==> src/rtl/wb_arbiter_2m_pkg.sv <==
// Shared constants for the two-master Wishbone arbiter.
//  - WB_DWIDTH / WB_SWIDTH / WB_AWIDTH : default bus widths
//  - ST_IDLE / ST_GNT0 / ST_GNT1       : grant FSM encodings
package wb_arbiter_2m_pkg;

    localparam int WB_DWIDTH = 32;
    localparam int WB_SWIDTH = WB_DWIDTH / 8;
    localparam int WB_AWIDTH = 30;

    localparam logic [1:0] ST_IDLE = 2'd0;
    localparam logic [1:0] ST_GNT0 = 2'd1;
    localparam logic [1:0] ST_GNT1 = 2'd2;

endpackage

==> src/rtl/wb_arbiter_2m_watchdog.sv <==
// wb_watchdog: counts consecutive cycles a granted strobe goes unacknowledged.
//  i_ck   clock
//  i_rb   asynchronous active-low reset
//  i_clr  clear the count (no grant, strobe low, or ack); has priority
//  i_en   granted strobe is pending this cycle
//  o_hit  this is cycle TO_CYC-1 of an unacknowledged strobe
// o_hit deliberately ignores i_clr: i_clr carries the slave ack, and the hit
// gates the slave strobe, which would otherwise close a combinational loop.
module wb_watchdog #(
    parameter int TO_CYC = 16
) (
    input  logic i_ck,
    input  logic i_rb,
    input  logic i_clr,
    input  logic i_en,
    output logic o_hit
);

    localparam int CW = (TO_CYC > 2) ? $clog2(TO_CYC) : 1;
    localparam logic [CW-1:0] LAST = CW'(TO_CYC - 1);

    logic [CW-1:0] cnt_q, cnt_d;

    assign o_hit = i_en && (cnt_q == LAST);

    always_comb begin
        cnt_d = cnt_q;
        if (i_clr || !i_en) begin
            cnt_d = '0;
        end else if (o_hit) begin
            cnt_d = '0;
        end else begin
            cnt_d = cnt_q + CW'(1);
        end
    end

    always_ff @(posedge i_ck or negedge i_rb) begin
        if (!i_rb) begin
            cnt_q <= '0;
        end else begin
            cnt_q <= cnt_d;
        end
    end

endmodule

==> src/rtl/wb_arbiter_2m.sv <==
// wb_arbiter_2m: two-master Wishbone arbiter in front of one slave.
//  M0 = instruction fetch, M1 = load/store. Registered round-robin grant held
//  for the whole bus cycle; a watchdog aborts cycles the slave never acks.
//  i_ck / i_rb                      clock / async active-low reset
//  i_mX_cyc/stb/we/sel/adr/dat      master X request
//  o_mX_dat/ack/err                 master X response (err = 1-cycle timeout)
//  o_s_cyc/stb/we/sel/adr/dat       slave request (all zero when idle)
//  i_s_dat / i_s_ack                slave response
module wb_arbiter_2m
    import wb_arbiter_2m_pkg::*;
#(
    parameter int DWIDTH = WB_DWIDTH,
    parameter int SWIDTH = WB_SWIDTH,
    parameter int AWIDTH = WB_AWIDTH,
    parameter int TO_CYC = 16
) (
    input  logic              i_ck,
    input  logic              i_rb,
    input  logic              i_m0_cyc,
    input  logic              i_m0_stb,
    input  logic              i_m0_we,
    input  logic [SWIDTH-1:0] i_m0_sel,
    input  logic [AWIDTH-1:0] i_m0_adr,
    input  logic [DWIDTH-1:0] i_m0_dat,
    output logic [DWIDTH-1:0] o_m0_dat,
    output logic              o_m0_ack,
    output logic              o_m0_err,
    input  logic              i_m1_cyc,
    input  logic              i_m1_stb,
    input  logic              i_m1_we,
    input  logic [SWIDTH-1:0] i_m1_sel,
    input  logic [AWIDTH-1:0] i_m1_adr,
    input  logic [DWIDTH-1:0] i_m1_dat,
    output logic [DWIDTH-1:0] o_m1_dat,
    output logic              o_m1_ack,
    output logic              o_m1_err,
    output logic              o_s_cyc,
    output logic              o_s_stb,
    output logic              o_s_we,
    output logic [SWIDTH-1:0] o_s_sel,
    output logic [AWIDTH-1:0] o_s_adr,
    output logic [DWIDTH-1:0] o_s_dat,
    input  logic [DWIDTH-1:0] i_s_dat,
    input  logic              i_s_ack
);

    logic [1:0] state_q, state_d;
    logic       last_q, last_d;    // 1 = M1 owned the bus last

    logic gnt0, gnt1, gnt_any;
    logic own_stb;
    logic wd_hit, err;

    assign gnt0    = (state_q == ST_GNT0);
    assign gnt1    = (state_q == ST_GNT1);
    assign gnt_any = gnt0 | gnt1;
    assign own_stb = gnt1 ? i_m1_stb : (gnt0 & i_m0_stb);

    wb_watchdog #(.TO_CYC(TO_CYC)) u_wd (
        .i_ck  (i_ck),
        .i_rb  (i_rb),
        .i_clr (~gnt_any | ~own_stb | i_s_ack),
        .i_en  (gnt_any & own_stb),
        .o_hit (wd_hit)
    );

    // An ack landing on the expiry cycle wins, so ack and err never coincide.
    assign err = wd_hit & ~i_s_ack;

    // Request mux: idle drives zeros so the slave never sees stale fields.
    always_comb begin
        o_s_cyc = 1'b0;
        o_s_stb = 1'b0;
        o_s_we  = 1'b0;
        o_s_sel = '0;
        o_s_adr = '0;
        o_s_dat = '0;
        if (gnt0) begin
            o_s_cyc = i_m0_cyc;
            o_s_stb = i_m0_stb & ~wd_hit;
            o_s_we  = i_m0_we;
            o_s_sel = i_m0_sel;
            o_s_adr = i_m0_adr;
            o_s_dat = i_m0_dat;
        end else if (gnt1) begin
            o_s_cyc = i_m1_cyc;
            o_s_stb = i_m1_stb & ~wd_hit;
            o_s_we  = i_m1_we;
            o_s_sel = i_m1_sel;
            o_s_adr = i_m1_adr;
            o_s_dat = i_m1_dat;
        end
    end

    // Return demux: acks arriving while idle (abandoned beats) go nowhere.
    assign o_m0_ack = i_s_ack & gnt0;
    assign o_m1_ack = i_s_ack & gnt1;
    assign o_m0_err = err & gnt0;
    assign o_m1_err = err & gnt1;
    assign o_m0_dat = gnt0 ? i_s_dat : '0;
    assign o_m1_dat = gnt1 ? i_s_dat : '0;

    // Grant FSM. Owners always pass through IDLE, giving one dead cycle
    // between different masters.
    always_comb begin
        state_d = state_q;
        last_d  = last_q;
        case (state_q)
            ST_IDLE: begin
                if (i_m0_cyc && (!i_m1_cyc || last_q)) begin
                    state_d = ST_GNT0;
                    last_d  = 1'b0;
                end else if (i_m1_cyc) begin
                    state_d = ST_GNT1;
                    last_d  = 1'b1;
                end
            end
            ST_GNT0: if (!i_m0_cyc || err) state_d = ST_IDLE;
            ST_GNT1: if (!i_m1_cyc || err) state_d = ST_IDLE;
            default: state_d = ST_IDLE;
        endcase
    end

    always_ff @(posedge i_ck or negedge i_rb) begin
        if (!i_rb) begin
            state_q <= ST_IDLE;
            last_q  <= 1'b1;
        end else begin
            state_q <= state_d;
            last_q  <= last_d;
        end
    end

endmodule
==> config.mk <==
export PLATFORM = sky130hd
export DESIGN_NAME = wb_arbiter_2m
export DESIGN_NICKNAME = d
export VERILOG_FILES = /design/src/rtl/wb_arbiter_2m_pkg.sv /design/src/rtl/wb_arbiter_2m_watchdog.sv /design/src/rtl/wb_arbiter_2m.sv
export SDC_FILE = /design/constraint.sdc
export NUM_CORES = 1
export LEC_CHECK = 0
export ABC_CLOCK_PERIOD_IN_PS = 3700
export CORE_AREA = 2 2 121 123
export DETAILED_ROUTE_END_ITERATION = 10
export DIE_AREA = 0 0 123 125
export GPL_ROUTABILITY_DRIVEN = 0
export PLACE_DENSITY = 0.66
export SYNTH_ARGS = -nofsm -noshare
export SYNTH_HDL_FRONTEND = slang
export SYNTH_SLANG_ARGS = --single-unit
==> constraint.sdc <==
create_clock -name i_ck -period 3.7 [get_ports i_ck]
set_input_delay 0.74 -clock i_ck [delete_from_list [all_inputs] [get_ports i_ck]]
set_output_delay 0.74 -clock i_ck [all_outputs]
set_load 0.01 [all_outputs]
==> results.md <==
- Hold Violations, Final: 0
- Residual DRC: 0
- Drt first pass iters: 4
- Maxcap violations: 0
- Synth Warn #: 0
- Minimum clock period after layout: 3.15 ns
- Reg-to-Reg End: state_q[1]
- Post-synthesis cell area: 0.00184 mm²
- Critical path fanouts, max: 13
- Clock tree root driver cell: sky130_fd_sc_hd__clkbuf_16
- PostCTS Resize Cnt: 0
- Chip height: 125 µm
- Worst Min Path Start: u_wd.cnt_q[0]
- Vias in the first global route: 3,004
- Worst Skew: 0.00343 ns
- Worst reg2reg setup slack: 1.72 ns
- Synth Area per Inst: 5.41 µm²
- Aggregate global-route resource usage: 12.7%
- Count of vias placed by the detailed router: 3,249
- Layout-stage area growth over the synthesis result: 184%
- Worst-Margin Slew: 0.469 ns
- Critical path launch point: state_q[0]
- Most used cells in the layout excluding fill and tap cells: sky130_fd_sc_hd__clkdlybuf4s50_1 (309), sky130_fd_sc_hd__nand2_1 (132), sky130_fd_sc_hd__and2_1 (69)
- Clock-pin transition on the worst setup and hold timing paths: 0.04 ns
- Post-synth top flop: sky130_fd_sc_hd__dfrtp_1
- Largest area contributor in the synthesized netlist: sky130_fd_sc_hd__nand2_1
- Final count of pins violating max slew: 0
- Xor/xnor share of the synthesized area: 0.475%
- Cts bufs inserted: 3
- Share of cell area taken by muxes after synthesis: 0%
- Main combinational cell family by area after synthesis: simple AND/OR/NAND/NOR gates
- Final setup violation count: 0
- Pin count of the biggest net entering global routing: 86
- Outcome: finished, final reports clean
- Count of buffers inserted at the top-level ports: 309
- Die extent in x: 123 µm
- IR drop worst, VDD: 0.188 mV
- Final Core Density: 36.9%
- Power density relative to cell area: 492 mW/mm²
- Initial cell density of the core: 13.0%
- Fraction of registers with async set/reset: 100%
- Complex-gate fraction of the synthesized area: 25.3%
- Slew headroom: 68.7%
- Crit path launch type: flip-flop
- Period Utilization, post-route: 85.1%
- Setup fix buffers added after clock tree synthesis: 0
- Crit path largest cell delay: 0.56 ns
- Worst EP required: 2.96 ns
- Logic depth of the worst register-to-register path: 7
- Post-synthesis adder-cell area fraction: 3.39%
- Cells traversed along the worst timing path: inv_1, ha_2, nor2b_1, o211ai_1, o21ai_0, clkdlybuf4s50_1
- Endpoint kind of the worst setup timing path: primary output
- Worst Hold Path Cells: 1
- Total wire length: 10.7 mm
- Worst path slowest cell: sky130_fd_sc_hd__clkdlybuf4s50_1
- Largest cells by area after synthesis: sky130_fd_sc_hd__nand2_1 (27%), sky130_fd_sc_hd__and2_1 (23%), sky130_fd_sc_hd__o21ai_0 (18%), sky130_fd_sc_hd__dfrtp_1 (8.1%), sky130_fd_sc_hd__clkbuf_1 (3.9%)
- Crit path kind: reg -> out
- EDFF count, synth: 0
- Leading cell type in the layout, fill and taps excluded: sky130_fd_sc_hd__clkdlybuf4s50_1
- Synth cell types: 29
- Post-DP HPWL: 8.94 mm
- Initial drt markers: 144
- Antenna-violating nets left: 0
- Wire length per cell: 13.0 µm
- Post-synthesis sequential area ratio: 9.57%
- Drt via density: 3.97
- Area of the core: 0.0142 mm²
- Path category of the worst min-delay check: reg -> reg
- Maximum clock path buffer count: 2
- Number of levels the H-tree was split into: 1
- Proportion of layout cells with a drive suffix above 1: 3.00%
- Setup repair after global routing missed its margin: no
- Highest achievable clock rate: 318 MHz
- Data arrival time of the critical path: 2.41 ns
- I/O pin total: 310
- Simple-Gate Fraction of Synth Area: 53.7%
- CTS sink cnt: 7
- Number of nets in the layout: 813
- Synthesized net count: 519
- Family with the most delay on the worst path: buffers and inverters
- Number of storage elements in the synthesis netlist: 7
- Initial antenna violation count: 0
- Hold bufs inserted after CTS: 0
- Count of standard-cell rows: 44
- First-pass GRT wire length: 15.6 mm
- Post-synthesis cell count: 341
- Reg2Reg Launch Point: state_q[1]
- Post-synth top area share: 26.9%
- TNS Setup: 0 ns
- Area enclosed by the die boundary: 0.0154 mm²
- CTS tree: yes
- Capture endpoint of the worst hold path: u_wd.cnt_q[0]
- Diode count: 0
- Crit path buffers/inverters: 2
- Clock Latency Late Sink: 0.23 ns
- Leak Pwr: 1.92 nW
- Total grt overflow: 0
==> area by class of cell <==
type | instances | area (µm²)
Clock inverter | 1 | 5.00
Inverter | 5 | 18.8
Multi-Input combinational cell | 300 | 1540
Clock buffer | 3 | 75.1
Tap cell | 184 | 230
Timing Repair Buffer | 318 | 3190
Sequential cell | 7 | 176
Fill cell | 1464 | 8970
==> through the flow <==
stage               hold slack [ns]  worst slack, ns  cells  cell area [µm²]  power, mW
CTS                           0.488            0.500    818             5240       2.62
finish                        0.500            0.553    818             5240       2.58
global route                  0.520            0.376    818             5240       2.81
global placement              0.480            0.584    814             5150       2.43
detailed placement            0.486            0.566    814             5150       2.43
floorplan                     0.444             1.52    341             1840       1.08
==> cells in the mapped netlist (3+ instances only) <==
library cell and count:
sky130_fd_sc_hd__a21oi_1 5, sky130_fd_sc_hd__a22o_1 4, sky130_fd_sc_hd__and2_1 69, sky130_fd_sc_hd__buf_2 9
sky130_fd_sc_hd__clkbuf_1 19, sky130_fd_sc_hd__dfrtp_1 6, sky130_fd_sc_hd__ha_1 5, sky130_fd_sc_hd__inv_1 5
sky130_fd_sc_hd__nand2_1 132, sky130_fd_sc_hd__nor2_1 3, sky130_fd_sc_hd__o21ai_0 66
==> flip-flops by register name (all words and copies together) (netlist names) <==
name        flops
last_q          1
u_wd.cnt_q      4
state_q         2
==> worst max-delay path by stage <==
stage | to | slack [ns] | cells past startpoint
global route | o_s_adr[27] | 0.38 | 6
detailed placement | o_m0_err | 0.57 | 5
finish | o_s_stb | 0.55 | 6
floorplan | o_s_adr[0] | 1.52 | 7
global placement | o_s_sel[0] | 0.58 | 5
CTS | o_s_stb | 0.50 | 6
==> worst register-to-register path: stages, from the launching register on <==
cell and delay, ns:
sky130_fd_sc_hd__dfrtp_1 0.39, sky130_fd_sc_hd__inv_1 0.14, sky130_fd_sc_hd__ha_4 0.37, sky130_fd_sc_hd__buf_12 0.30
sky130_fd_sc_hd__nand2_1 0.11, sky130_fd_sc_hd__and2_1 0.17, sky130_fd_sc_hd__o21ai_1 0.20, sky130_fd_sc_hd__o2bb2a_4 0.18
==> kinds of logic after synthesis <==
logic type	Yosys count
compound gates	83
xor+xnor	1
fa+ha+maj	5
buf+inv	34
flops	7
simple gates	211
==> report_power, final <==
group | switching [mW] | leakage (nW) | internal (mW)
Clock | 0.0400 | 0.0409 | 0.142
Combinational | 1.03 | 1.79 | 1.25
Sequential | 0.0157 | 0.0917 | 0.0982
==> metal layers <==
metal / share of wire, % / track usage [%]
met1: 39 / 15.1
met2: 49 / 22.7
met4: 0.92 / 2.41
met3: 11 / 3.33
met5: 0 / 0
Note: power is estimated with default switching activity, not from simulation.
